===== config.mk =====
export PLATFORM = sky130hd
export DESIGN_NAME = uart_core_param
export DESIGN_NICKNAME = d
export VERILOG_FILES = /design/src/rtl/uart_core_param.sv
export SDC_FILE = /design/constraint.sdc
export NUM_CORES = 1
export LEC_CHECK = 0
export ABC_AREA = 0
export CAP_MARGIN = 0
export CORE_UTILIZATION = 25
export DETAILED_ROUTE_END_ITERATION = 10
export SETUP_SLACK_MARGIN = 0.5
export SKIP_LAST_GASP = 1
export SLEW_MARGIN = 10
export SYNTH_ARGS = -nofsm -noshare
export SYNTH_HDL_FRONTEND = slang
export SYNTH_SLANG_ARGS = --single-unit

===== constraint.sdc =====
create_clock -name CLK -period 6.17 [get_ports CLK]
set_input_delay 0.9255 -clock CLK [delete_from_list [all_inputs] [get_ports CLK]]
set_output_delay 0.9255 -clock CLK [all_outputs]
set_load 0.1 [all_outputs]

===== src/rtl/uart_core_param.sv =====
// uart_core_param: single-clock UART transceiver with per-direction baud dividers and 3-sample RX voting.
// Optional `UART_LOOPBACK_EN adds a LOOPBACK port that feeds RX from the internal TX stream.
`timescale 1ns/1ps
module uart_core_param #(
  parameter int DATA_WIDTH     = 8,
  parameter int PRESCALE_WIDTH = 6,
  parameter int DIV_WIDTH      = 16
) (
  input  logic                      CLK,
  input  logic                      RST,
  input  logic [DIV_WIDTH-1:0]      BAUD_DIV,
  input  logic [PRESCALE_WIDTH-1:0] PRESCALE,
  input  logic                      PAR_EN,
  input  logic                      PAR_TYP,
  input  logic                      STOP2,
  input  logic [DATA_WIDTH-1:0]     TX_DATA,
  input  logic                      TX_VALID,
  output logic                      TX_READY,
  output logic                      TX_OUT,
  output logic                      TX_BUSY,
  input  logic                      RX_IN,
  output logic [DATA_WIDTH-1:0]     RX_DATA,
  output logic                      RX_VALID,
  output logic                      PAR_ERR,
  output logic                      STP_ERR
`ifdef UART_LOOPBACK_EN
  ,
  input  logic                      LOOPBACK
`endif
);

  localparam int CW = $clog2(DATA_WIDTH + 1);
  localparam logic [CW-1:0] LAST_BIT = CW'(DATA_WIDTH - 1);

  typedef enum logic [2:0] {S_IDLE, S_START, S_DATA, S_PARITY, S_STOP} state_t;

  // ---------------- TX ----------------
  state_t                    tx_state_q, tx_state_d;
  logic [DIV_WIDTH-1:0]      tx_div_q, tx_div_d;
  logic [PRESCALE_WIDTH-1:0] tx_pre_q, tx_pre_d;
  logic                      tx_par_en_q, tx_par_en_d;
  logic                      tx_stop2_q, tx_stop2_d;
  logic                      tx_par_bit_q, tx_par_bit_d;
  logic [DATA_WIDTH-1:0]     tx_shift_q, tx_shift_d;
  logic [DIV_WIDTH-1:0]      tx_dcnt_q, tx_dcnt_d;
  logic [PRESCALE_WIDTH-1:0] tx_os_q, tx_os_d;
  logic [CW-1:0]             tx_bit_q, tx_bit_d;
  logic                      tx_out_q, tx_out_d;
  logic                      tx_tick, tx_bit_end;

  assign tx_tick    = (tx_dcnt_q == tx_div_q);
  assign tx_bit_end = tx_tick && (tx_os_q == tx_pre_q - PRESCALE_WIDTH'(1));

  always_comb begin
    tx_state_d   = tx_state_q;
    tx_div_d     = tx_div_q;
    tx_pre_d     = tx_pre_q;
    tx_par_en_d  = tx_par_en_q;
    tx_stop2_d   = tx_stop2_q;
    tx_par_bit_d = tx_par_bit_q;
    tx_shift_d   = tx_shift_q;
    tx_dcnt_d    = tx_dcnt_q;
    tx_os_d      = tx_os_q;
    tx_bit_d     = tx_bit_q;
    tx_out_d     = tx_out_q;

    if (tx_state_q != S_IDLE) begin
      if (tx_tick) begin
        tx_dcnt_d = '0;
        tx_os_d   = tx_bit_end ? '0 : tx_os_q + PRESCALE_WIDTH'(1);
      end else begin
        tx_dcnt_d = tx_dcnt_q + DIV_WIDTH'(1);
      end
    end

    case (tx_state_q)
      S_IDLE: begin
        if (TX_VALID) begin
          tx_div_d     = BAUD_DIV;
          tx_pre_d     = PRESCALE;
          tx_par_en_d  = PAR_EN;
          tx_stop2_d   = STOP2;
          tx_par_bit_d = (^TX_DATA) ^ PAR_TYP;
          tx_shift_d   = TX_DATA;
          tx_dcnt_d    = '0;
          tx_os_d      = '0;
          tx_bit_d     = '0;
          tx_out_d     = 1'b0;
          tx_state_d   = S_START;
        end
      end
      S_START: begin
        if (tx_bit_end) begin
          tx_out_d   = tx_shift_q[0];
          tx_state_d = S_DATA;
        end
      end
      S_DATA: begin
        if (tx_bit_end) begin
          if (tx_bit_q == LAST_BIT) begin
            tx_bit_d = '0;
            if (tx_par_en_q) begin
              tx_out_d   = tx_par_bit_q;
              tx_state_d = S_PARITY;
            end else begin
              tx_out_d   = 1'b1;
              tx_state_d = S_STOP;
            end
          end else begin
            tx_bit_d   = tx_bit_q + CW'(1);
            tx_shift_d = tx_shift_q >> 1;
            tx_out_d   = tx_shift_q[1];
          end
        end
      end
      S_PARITY: begin
        if (tx_bit_end) begin
          tx_out_d   = 1'b1;
          tx_state_d = S_STOP;
        end
      end
      S_STOP: begin
        if (tx_bit_end) begin
          if (!tx_stop2_q || tx_bit_q == CW'(1)) begin
            tx_state_d = S_IDLE;
          end else begin
            tx_bit_d = tx_bit_q + CW'(1);
          end
        end
      end
      default: tx_state_d = S_IDLE;
    endcase
  end

  always_ff @(posedge CLK) begin
    if (RST) begin
      tx_state_q   <= S_IDLE;
      tx_div_q     <= '0;
      tx_pre_q     <= '0;
      tx_par_en_q  <= 1'b0;
      tx_stop2_q   <= 1'b0;
      tx_par_bit_q <= 1'b0;
      tx_shift_q   <= '0;
      tx_dcnt_q    <= '0;
      tx_os_q      <= '0;
      tx_bit_q     <= '0;
      tx_out_q     <= 1'b1;
    end else begin
      tx_state_q   <= tx_state_d;
      tx_div_q     <= tx_div_d;
      tx_pre_q     <= tx_pre_d;
      tx_par_en_q  <= tx_par_en_d;
      tx_stop2_q   <= tx_stop2_d;
      tx_par_bit_q <= tx_par_bit_d;
      tx_shift_q   <= tx_shift_d;
      tx_dcnt_q    <= tx_dcnt_d;
      tx_os_q      <= tx_os_d;
      tx_bit_q     <= tx_bit_d;
      tx_out_q     <= tx_out_d;
    end
  end

  assign TX_READY = (tx_state_q == S_IDLE);
  assign TX_BUSY  = !TX_READY;

  // ---------------- RX ----------------
  logic rx_s1_q, rx_s2_q, rx_prev_q;
  logic rx_line;

`ifdef UART_LOOPBACK_EN
  assign TX_OUT  = LOOPBACK ? 1'b1 : tx_out_q;
  assign rx_line = LOOPBACK ? tx_out_q : rx_s2_q;
`else
  assign TX_OUT  = tx_out_q;
  assign rx_line = rx_s2_q;
`endif

  state_t                    rx_state_q, rx_state_d;
  logic [DIV_WIDTH-1:0]      rx_div_q, rx_div_d;
  logic [PRESCALE_WIDTH-1:0] rx_pre_q, rx_pre_d;
  logic                      rx_par_en_q, rx_par_en_d;
  logic                      rx_par_typ_q, rx_par_typ_d;
  logic                      rx_stop2_q, rx_stop2_d;
  logic [DIV_WIDTH-1:0]      rx_dcnt_q, rx_dcnt_d;
  logic [PRESCALE_WIDTH-1:0] rx_os_q, rx_os_d;
  logic [CW-1:0]             rx_bit_q, rx_bit_d;
  logic [DATA_WIDTH-1:0]     rx_shift_q, rx_shift_d;
  logic [1:0]                rx_smp_q, rx_smp_d;
  logic                      rx_par_q, rx_par_d;
  logic                      rx_stp_q, rx_stp_d;
  logic [DATA_WIDTH-1:0]     rx_data_q, rx_data_d;
  logic                      rx_valid_q, rx_valid_d;
  logic                      par_err_q, par_err_d;
  logic                      stp_err_q, stp_err_d;

  logic                      rx_tick, rx_bit_end, rx_vote, rx_vote_now, rx_final, rx_stp_acc;
  logic [PRESCALE_WIDTH-1:0] rx_half, rx_v0, rx_v2;

  // Three samples straddle the bit centre; the third is taken live at the vote tick.
  assign rx_half     = {1'b0, rx_pre_q[PRESCALE_WIDTH-1:1]};
  assign rx_v0       = rx_half - PRESCALE_WIDTH'(1);
  assign rx_v2       = rx_half + PRESCALE_WIDTH'(1);
  assign rx_tick     = (rx_dcnt_q == rx_div_q);
  assign rx_bit_end  = rx_tick && (rx_os_q == rx_pre_q - PRESCALE_WIDTH'(1));
  assign rx_vote     = (rx_smp_q[0] & rx_smp_q[1]) | (rx_smp_q[0] & rx_line) | (rx_smp_q[1] & rx_line);
  assign rx_vote_now = (rx_state_q != S_IDLE) && rx_tick && (rx_os_q == rx_v2);
  assign rx_final    = rx_vote_now && (!rx_stop2_q || rx_bit_q == CW'(1));
  assign rx_stp_acc  = rx_stp_q | ~rx_vote;

  always_comb begin
    rx_state_d   = rx_state_q;
    rx_div_d     = rx_div_q;
    rx_pre_d     = rx_pre_q;
    rx_par_en_d  = rx_par_en_q;
    rx_par_typ_d = rx_par_typ_q;
    rx_stop2_d   = rx_stop2_q;
    rx_dcnt_d    = rx_dcnt_q;
    rx_os_d      = rx_os_q;
    rx_bit_d     = rx_bit_q;
    rx_shift_d   = rx_shift_q;
    rx_smp_d     = rx_smp_q;
    rx_par_d     = rx_par_q;
    rx_stp_d     = rx_stp_q;
    rx_data_d    = rx_data_q;
    rx_valid_d   = 1'b0;
    par_err_d    = par_err_q;
    stp_err_d    = stp_err_q;

    if (rx_state_q != S_IDLE) begin
      if (rx_tick) begin
        rx_dcnt_d = '0;
        rx_os_d   = rx_bit_end ? '0 : rx_os_q + PRESCALE_WIDTH'(1);
        if (rx_os_q == rx_v0) rx_smp_d[0] = rx_line;
        if (rx_os_q == rx_half) rx_smp_d[1] = rx_line;
      end else begin
        rx_dcnt_d = rx_dcnt_q + DIV_WIDTH'(1);
      end
    end

    case (rx_state_q)
      S_IDLE: begin
        if (rx_prev_q && !rx_line) begin
          rx_div_d     = BAUD_DIV;
          rx_pre_d     = PRESCALE;
          rx_par_en_d  = PAR_EN;
          rx_par_typ_d = PAR_TYP;
          rx_stop2_d   = STOP2;
          rx_dcnt_d    = '0;
          rx_os_d      = '0;
          rx_bit_d     = '0;
          rx_stp_d     = 1'b0;
          rx_state_d   = S_START;
        end
      end
      S_START: begin
        if (rx_vote_now && rx_vote) rx_state_d = S_IDLE;
        else if (rx_bit_end) rx_state_d = S_DATA;
      end
      S_DATA: begin
        if (rx_vote_now) rx_shift_d = {rx_vote, rx_shift_q[DATA_WIDTH-1:1]};
        if (rx_bit_end) begin
          if (rx_bit_q == LAST_BIT) begin
            rx_bit_d   = '0;
            rx_state_d = rx_par_en_q ? S_PARITY : S_STOP;
          end else begin
            rx_bit_d = rx_bit_q + CW'(1);
          end
        end
      end
      S_PARITY: begin
        if (rx_vote_now) rx_par_d = rx_vote;
        if (rx_bit_end) rx_state_d = S_STOP;
      end
      S_STOP: begin
        if (rx_final) begin
          rx_state_d = S_IDLE;
          rx_valid_d = 1'b1;
          rx_data_d  = rx_shift_q;
          par_err_d  = rx_par_en_q && (rx_par_q != ((^rx_shift_q) ^ rx_par_typ_q));
          stp_err_d  = rx_stp_acc;
        end else begin
          if (rx_vote_now) rx_stp_d = rx_stp_acc;
          if (rx_bit_end) rx_bit_d = rx_bit_q + CW'(1);
        end
      end
      default: rx_state_d = S_IDLE;
    endcase
  end

  always_ff @(posedge CLK) begin
    if (RST) begin
      rx_s1_q      <= 1'b1;
      rx_s2_q      <= 1'b1;
      rx_prev_q    <= 1'b1;
      rx_state_q   <= S_IDLE;
      rx_div_q     <= '0;
      rx_pre_q     <= '0;
      rx_par_en_q  <= 1'b0;
      rx_par_typ_q <= 1'b0;
      rx_stop2_q   <= 1'b0;
      rx_dcnt_q    <= '0;
      rx_os_q      <= '0;
      rx_bit_q     <= '0;
      rx_shift_q   <= '0;
      rx_smp_q     <= '0;
      rx_par_q     <= 1'b0;
      rx_stp_q     <= 1'b0;
      rx_data_q    <= '0;
      rx_valid_q   <= 1'b0;
      par_err_q    <= 1'b0;
      stp_err_q    <= 1'b0;
    end else begin
      rx_s1_q      <= RX_IN;
      rx_s2_q      <= rx_s1_q;
      rx_prev_q    <= rx_line;
      rx_state_q   <= rx_state_d;
      rx_div_q     <= rx_div_d;
      rx_pre_q     <= rx_pre_d;
      rx_par_en_q  <= rx_par_en_d;
      rx_par_typ_q <= rx_par_typ_d;
      rx_stop2_q   <= rx_stop2_d;
      rx_dcnt_q    <= rx_dcnt_d;
      rx_os_q      <= rx_os_d;
      rx_bit_q     <= rx_bit_d;
      rx_shift_q   <= rx_shift_d;
      rx_smp_q     <= rx_smp_d;
      rx_par_q     <= rx_par_d;
      rx_stp_q     <= rx_stp_d;
      rx_data_q    <= rx_data_d;
      rx_valid_q   <= rx_valid_d;
      par_err_q    <= par_err_d;
      stp_err_q    <= stp_err_d;
    end
  end

  assign RX_DATA  = rx_data_q;
  assign RX_VALID = rx_valid_q;
  assign PAR_ERR  = par_err_q;
  assign STP_ERR  = stp_err_q;

endmodule


==> results of run 1 <==
## worst max-delay path, stage by stage (launching register included)
cell	delay, ns
sky130_fd_sc_hd__dfxtp_1	0.51
sky130_fd_sc_hd__or3_1	0.61
sky130_fd_sc_hd__clkinv_1	0.20
sky130_fd_sc_hd__clkdlybuf4s50_1	1.19
## final timing paths
| kind | endpoint | cells past startpoint |
|---|---|---|
| worst max-delay path | TX_READY | 3 |
| worst min-delay path | rx_line | 1 |
| worst max register to register | rx_state_q[2] | 9 |
| worst min register to register | rx_line | 1 |
## cell type report
class	instances	area [um2]	share of cell area (%)
multi-input combinational	678	4161	47.67
sequential	143	2863	32.79
timing repair buffer	53	520.5	5.962
tap	384	480.5	5.504
clock buffer	19	442.9	5.074
clock inverter	13	178.9	2.050
inverter	22	82.58	0.9460
## state kept, by name, summed over array words and instances (netlist names), 2 cells and up
name / flops
rx_shift_q: 8
rx_bit_q: 4
rx_smp_q: 2
tx_dcnt_q: 16
tx_div_q: 16
tx_shift_q: 8
tx_bit_q: 4
rx_state_q: 3
rx_div_q: 16
tx_pre_q: 6
tx_state_q: 3
tx_os_q: 6
RX_DATA: 8
rx_pre_q: 6
rx_os_q: 6
rx_dcnt_q: 16
## metrics by stage
step,area [um2],cells,total power (W),worst slack (ns)
after floorplan,7293,890,0.001369,2.901
after global placement,8108,1280,0.001492,2.782
after detailed placement,8108,1280,0.001498,2.757
after CTS,8730,1312,0.002580,2.282
after global routing,8730,1312,0.002676,2.148
final,8730,1312,0.002556,2.301
## report_power, final
group	switching, W	internal [W]	total [W]
clock	0.000422	0.000656	0.00108
combinational	0.000300	0.000158	0.000458
sequential	0.0000498	0.000971	0.00102
total	0.000772	0.00178	0.00256
## routing by layer
| layer | track usage (%) | share of wire (%) |
|---|---|---|
| met2 | 19.59 | 46 |
| met1 | 15.32 | 48 |
| met3 | 2.814 | 3.0 |
| met4 | 5.125 | 2.4 |
| met5 | 0 | 0 |
## cells by family (layout without fill, tap and decap cells)
| kind of cell | count (synthesis) | count (layout) |
|---|---|---|
| mux | 37 | 37 |
| xor+xnor | 95 | 95 |
| fa+ha+maj | 14 | 14 |
| simple gates | 378 | 378 |
| compound gates | 154 | 154 |
| flops | 143 | 143 |
| buf+inv | 69 | 107 |
## layout by cell type, fill, tap and decap left out, types with 5 or more instances in the layout
cell                              synthesis  routed
sky130_fd_sc_hd__or3_1                    6       6
sky130_fd_sc_hd__ha_1                    13      13
sky130_fd_sc_hd__dfxtp_1                143     143
sky130_fd_sc_hd__mux2_2                   9       9
sky130_fd_sc_hd__o21a_1                   6       6
sky130_fd_sc_hd__and3_1                  13      13
sky130_fd_sc_hd__nor2b_1                  5       5
sky130_fd_sc_hd__xnor2_1                 48      48
sky130_fd_sc_hd__a21o_1                   5       5
sky130_fd_sc_hd__nor2_1                  89      88
sky130_fd_sc_hd__mux2i_1                 28      28
sky130_fd_sc_hd__and2_1                   5       5
sky130_fd_sc_hd__xor2_1                  47      47
sky130_fd_sc_hd__clkbuf_16                0      17
sky130_fd_sc_hd__clkdlybuf4s50_1          0      49
sky130_fd_sc_hd__o21ai_0                 20      20
sky130_fd_sc_hd__clkinv_4                 0       5
sky130_fd_sc_hd__nand2b_1                 8       8
sky130_fd_sc_hd__a21oi_1                 77      77
sky130_fd_sc_hd__nand2_1                143     143
sky130_fd_sc_hd__nor3_1                  20      19
sky130_fd_sc_hd__nand3b_1                 6       6
sky130_fd_sc_hd__nand3_1                 29      29
sky130_fd_sc_hd__nand4_1                 21      21
sky130_fd_sc_hd__nor4_1                   6       6
sky130_fd_sc_hd__inv_1                   21      21
==> summary.txt, run 1 <==
STATUS
-----------------------------------------------------------------------------------------
Run status                                                                   finished, final reports clean

GLOBAL ROUTING
-----------------------------------------------------------------------------------------
Initial antenna violation count                                                         0
Pin count of the biggest net entering global routing                                   71
All-layer global routing usage                                                     12.08%
Overflow left after global routing                                                      0
Number of global-route vias before repair                                            5861
Wire length of the first global-routing pass                                     29350 um

CRITICAL PATH
-----------------------------------------------------------------------------------------
Critical path type                                                           register to output port
Reg2Reg Setup Slack                                                               3.01 ns
Reg2reg start                                                                 rx_pre_q[2]
Critical Path Source Type                                                        register
Worst Path Arrival                                                                2.94 ns
Critical path origin                                                         tx_state_q[1]
Endpoint required time on the critical path                                       5.24 ns
Biggest fanout along the worst timing path                                             20
Kind of end point of the critical path                                        output port

LAYOUT
-----------------------------------------------------------------------------------------
Final core occ                                                                     30.41%
Layout cells sized above 1                                                         6.466%
Final Net Count                                                                       965
Fill cell count                                                                      3068
Layout-stage area growth over the synthesis result                                 19.69%
Number of diodes                                                                        0

SYNTHESIS
-----------------------------------------------------------------------------------------
Count of mapped cells out of synthesis                                                890
Library cell occupying the most area in the post-synthesis netlist           sky130_fd_sc_hd__dfxtp_1
Share of Yosys cell area claimed by the top area cell type                         39.25%
Multiplexer share of the synthesized area                                          5.232%
Count of flip-flops with a built-in enable after synthesis                              0
Post-Synthesis Cell Area                                                     0.007293 mm2
Area contributors post-synth                                                 sky130_fd_sc_hd__dfxtp_1 (39%), sky130_fd_sc_hd__nand2_1 (7.4%), sky130_fd_sc_hd__xnor2_1 (5.8%)
Number of flip-flops and latches in the synthesized netlist                           143
Main combinational cell family by area after synthesis                       simple AND/OR/NAND/NOR gates
XOR/XNOR share of the synthesized area                                             11.41%
Synth warnings                                                                          0
Simple-gate share of the synthesized area                                          24.82%
Proportion of register bits with asynchronous set or reset after synthesis             0%
Commonest cells in the synthesized netlist                                   sky130_fd_sc_hd__dfxtp_1 (143), sky130_fd_sc_hd__nand2_1 (143), sky130_fd_sc_hd__nor2_1 (89), sky130_fd_sc_hd__a21oi_1 (77), sky130_fd_sc_hd__xnor2_1 (48)
Post-synthesis net count                                                              940
Most used flip-flop cell after synthesis                                     sky130_fd_sc_hd__dfxtp_1
Adder and majority gate portion of the synthesized area                            2.367%
Mean Syn Cell Area                                                              8.195 um2
Sequential area share after synthesis                                              39.25%
Count of distinct cell types in the synthesized netlist                                71
Compound-cell area share of the yosys netlist                                      13.12%

ROUTING
-----------------------------------------------------------------------------------------
Router iterations before antenna repair                                                 5
Vias after detailed routing                                                          6182
Remaining routing DRC violations                                                        0
Sum of routed wire length over all layers                                        17690 um
Number of violations reported at the end of detailed-routing iteration 0              305
Antenna viol nets, final                                                                0
WL per Instance                                                                  13.49 um
Via density per instance                                                            4.712

DIE
-----------------------------------------------------------------------------------------
Die H                                                                            172.8 um
Die footprint                                                                 0.02986 mm2
I/O pin cnt                                                                            51
Row Count                                                                              62
Horizontal die dimension                                                         172.8 um
Effective utilization at floorplan                                                 25.41%
Total core area                                                               0.02870 mm2

CLOCK NETWORK
-----------------------------------------------------------------------------------------
PostCTS Resize Cnt                                                                      0
H-tree levels                                                                           4
Clock transition at the registers of the reported paths                           0.06 ns
Clock latency of the later-clocked register in the worst-skew pair                0.43 ns
CTS Buf Count                                                                          17
Post-CTS setup-driven buffer insertion count                                            0
Clk sink count                                                                        143
Maximum clock insertion buffer count                                                    2
Count of hold buffers inserted by post-cts repair                                       0
Clock root cell                                                              sky130_fd_sc_hd__clkbuf_16
CTS tree                                                                            built

TIMING
-----------------------------------------------------------------------------------------
Summed negative setup slack over all endpoints                                       0 ns
Final cycle utilization of the critical path                                       62.70%
Worst rel slew slack                                                               30.27%
Least-Margin Pin Slew                                                            1.043 ns
Final number of max-transition violations                                               0
Minimum clock period after layout                                                3.869 ns
Final setup violation count                                                             0
Max frequency                                                                   258.5 MHz
Final number of hold-violating endpoints                                                0
Clk_skew                                                                       0.01095 ns
Unrepaired setup endpoints after global routing                                        no
Final hold slack                                                                0.4080 ns

POWER
-----------------------------------------------------------------------------------------
LEAKAGE                                                                          3.224 nW
Largest voltage drop on the vdd net                                             0.2016 mV
Power per unit of standard cell area                                         292.8 mW/mm2

MIN PATH
-----------------------------------------------------------------------------------------
Beginning of the worst hold path                                                  rx_s1_q
Type of the worst min-delay path                                             register to register

PLACED DESIGN
-----------------------------------------------------------------------------------------
Post-DP HPWL                                                                     12570 um
Routability congestion estimate from global placement                              0.8005
Number of port buffers                                                                 50

JOB
-----------------------------------------------------------------------------------------
Number of max-cap violations                                                            0

Power figures use the tool's default switching activity.
==> inputs of run 2 (changes only) <==
==> constraint.sdc (replaced) <==
create_clock -name CLK -period 3.5 [get_ports CLK]
set_input_delay 0.525 -clock CLK [delete_from_list [all_inputs] [get_ports CLK]]
set_output_delay 0.525 -clock CLK [all_outputs]
set_load 0.1 [all_outputs]
==> summary.txt, run 2 (synthesis gave the netlist of run 1 again) <==
CLOCK NETWORK
---------------------------------------------------------------------------------------
Clk sink count                                                                      143   unchanged
Maximum clock insertion buffer count                                                  2   unchanged
Clock root cell                                                            sky130_fd_sc_hd__clkbuf_16   unchanged
H-tree levels                                                                         4   unchanged
CTS Buf Count                                                                        17   unchanged
CTS tree                                                                          built   unchanged
Count of hold buffers inserted by post-cts repair                                     0   unchanged
Clock transition at the registers of the reported paths                         0.06 ns   about the same
Clock latency of the later-clocked register in the worst-skew pair              0.43 ns   about the same

POWER
---------------------------------------------------------------------------------------
LEAKAGE                                                                        3.245 nW   was 3.224 nW
Largest voltage drop on the vdd net                                           0.3050 mV   was 0.2016 mV
Power per unit of standard cell area                                       500.1 mW/mm2   was 292.8 mW/mm2

TIMING
---------------------------------------------------------------------------------------
Final cycle utilization of the critical path                                     82.69%
Final number of max-transition violations                                             0   unchanged
Final hold slack                                                              0.4162 ns   was 0.4080 ns
Final number of hold-violating endpoints                                              0   unchanged
Max frequency                                                                 345.5 MHz
Crit path setup slack, layout                                                 0.6057 ns   was 2.301 ns
Final setup violation count                                                           0   unchanged
Worst rel slew slack                                                             32.45%   was 30.27%
Least-Margin Pin Slew                                                          1.010 ns   was 1.043 ns
Minimum clock period after layout                                              2.894 ns
Clk_skew                                                                    0.009513 ns   was 0.01095 ns
Unrepaired setup endpoints after global routing                                     yes   was no
Summed negative setup slack over all endpoints                                     0 ns   unchanged

PLACED DESIGN
---------------------------------------------------------------------------------------
Number of port buffers                                                               50   unchanged
Worst Setup Slack post-DPL                                                    0.3514 ns   was 2.757 ns
Post-DP HPWL                                                                   12740 um   was 12570 um
Routability congestion estimate from global placement                            0.8403   was 0.8005
Post-Place Cells                                                                   1286   was 1280

STATUS
---------------------------------------------------------------------------------------
Run status                                                                 finished, final reports clean   unchanged

LAYOUT
---------------------------------------------------------------------------------------
Commonest non-fill, non-tap cell in the layout                             sky130_fd_sc_hd__nand2_1
Number of diodes                                                                      0   unchanged
Commonest non-fill, non-tap cells in the layout                            sky130_fd_sc_hd__nand2_1 (143), sky130_fd_sc_hd__dfxtp_1 (140), sky130_fd_sc_hd__nor2_1 (88)   was sky130_fd_sc_hd__dfxtp_1 (143), sky130_fd_sc_hd__nand2_1 (143), sky130_fd_sc_hd__nor2_1 (88)
Layout cells sized above 1                                                       8.128%   was 6.466%
Final core occ                                                                   30.56%   was 30.41%
Layout-stage area growth over the synthesis result                               20.26%   was 19.69%
Final Net Count                                                                     973   was 965
Final std cells w/o fill                                                           1319   was 1312

CRITICAL PATH
---------------------------------------------------------------------------------------
Endpoint required time on the critical path                                     3.83 ns   was 5.24 ns
Reg2Reg Setup Slack                                                             0.61 ns   was 3.01 ns
Worst Path Arrival                                                              3.23 ns   was 2.94 ns
Endpoint of the most critical register-to-register path                    rx_state_q[2]   unchanged
Kind of end point of the critical path                                         register   was output port
Chain of cells forming the critical path                                   inv_1, ha_1, a21boi_4, mux2_2, nor4_4, o2111ai_2, and3b_1, a211o_1, o41ai_2   was or3_1, clkinv_1, clkdlybuf4s50_1
Critical path origin                                                        rx_pre_q[1]   was tx_state_q[1]
FF-to-FF path depth                                                                   9   unchanged
Biggest fanout along the worst timing path                                            8   was 20
Critical Path Source Type                                                      register   unchanged
Slowest stage cell on the critical path                                    sky130_fd_sc_hd__mux2_2   was sky130_fd_sc_hd__clkdlybuf4s50_1
CP peak stage delay                                                             0.38 ns   was 1.19 ns
Critical Path End                                                          rx_state_q[2]   was TX_READY
Reg2reg start                                                               rx_pre_q[1]   was rx_pre_q[2]
Critical path type                                                         register to register   was register to output port

DIE
---------------------------------------------------------------------------------------
Total core area                                                             0.02870 mm2   unchanged
Die footprint                                                               0.02986 mm2   unchanged
Effective utilization at floorplan                                               25.41%   unchanged
Die H                                                                          172.8 um   unchanged
Horizontal die dimension                                                       172.8 um   unchanged
Row Count                                                                            62   unchanged
I/O pin cnt                                                                          51   unchanged

GLOBAL ROUTING
---------------------------------------------------------------------------------------
Number of global-route vias before repair                                          5785   was 5861
Overflow left after global routing                                                    0   unchanged
Wire length of the first global-routing pass                                   29370 um   was 29350 um
Initial antenna violation count                                                       0   unchanged
Pin count of the biggest net entering global routing                                 50   was 71
All-layer global routing usage                                                   12.06%   was 12.08%

ROUTING
---------------------------------------------------------------------------------------
Router iterations before antenna repair                                               4   was 5
Sum of routed wire length over all layers                                      17780 um   was 17690 um
Vias after detailed routing                                                        6180   was 6182
Via density per instance                                                          4.685   was 4.712
Number of violations reported at the end of detailed-routing iteration 0            371   was 305
WL per Instance                                                                13.48 um   was 13.49 um
Remaining routing DRC violations                                                      0   unchanged
Antenna viol nets, final                                                              0   unchanged

JOB
---------------------------------------------------------------------------------------
Number of max-cap violations                                                          0   unchanged

MIN PATH
---------------------------------------------------------------------------------------
Type of the worst min-delay path                                           register to register   unchanged

## run 2: worst min-delay path by stage
| stage | from | end | slack, ns | depth (start not counted) |
|---|---|---|---|---|
| global route | rx_s1_q | rx_line | 0.44 | 1 |
| global placement | rx_s1_q | rx_line | 0.40 | 1 |
| CTS | rx_s1_q | rx_line | 0.42 | 1 |
| floorplan | rx_s1_q | rx_line | 0.39 | 1 |
| finish | rx_s1_q | rx_line | 0.42 | 1 |
| detailed placement | rx_s1_q | rx_line | 0.40 | 1 |
## run 2: repair_timing
item                       CTS  global route
resized for setup            3             6
setup endpoints to repair   14            20
buffers inserted             0             2
pin swaps                    0             1
## run 2: power breakdown
part	internal, W	leakage, nW	switching [W]
Clock	0.00105	0.267	0.000705
Sequential	0.00171	1.16	0.0000914
Combinational	0.000291	1.82	0.000538
## run 2: cell type report
type | count | area [um2]
fillers | 3065 | 19930
multi-input cells | 678 | 4194
flip-flops and latches | 143 | 2867
repair buffers | 61 | 575.6
clock buffers | 23 | 488.0
well taps | 384 | 480.5
inverters | 22 | 83.83
clock inverters | 8 | 82.58
## run 2: critical path, delay by kind of cell, from the launching register on
family                     cells  cell delay (ns)
and+or+nand+nor                2             0.56
AOI/OAI and AO/OA              4             1.09
DFF                            1             0.36
adders and majority gates      1             0.29
muxes                          1             0.38
buffers and inverters          1             0.12
## run 2: metrics by stage
stage / instance area (um2) / power [W]
finish: 8771 / 0.004386
global route: 8771 / 0.004586
CTS: 8731 / 0.004416
detailed placement: 8149 / 0.002661
global placement: 8149 / 0.002650
floorplan: 7295 / 0.002414
## run 2: routing by layer
metal  share of wire [%]  wire length [um]  up-vias  global-route usage, %
met5                   0                 0        -                      0
met3                 3.6               646       26                  2.792
met4                 1.9               340        0                  5.199
met2                  48              8557      106                  20.26
met1                  46              8239     2905                  14.72
li1                    -                 -     3143                      -
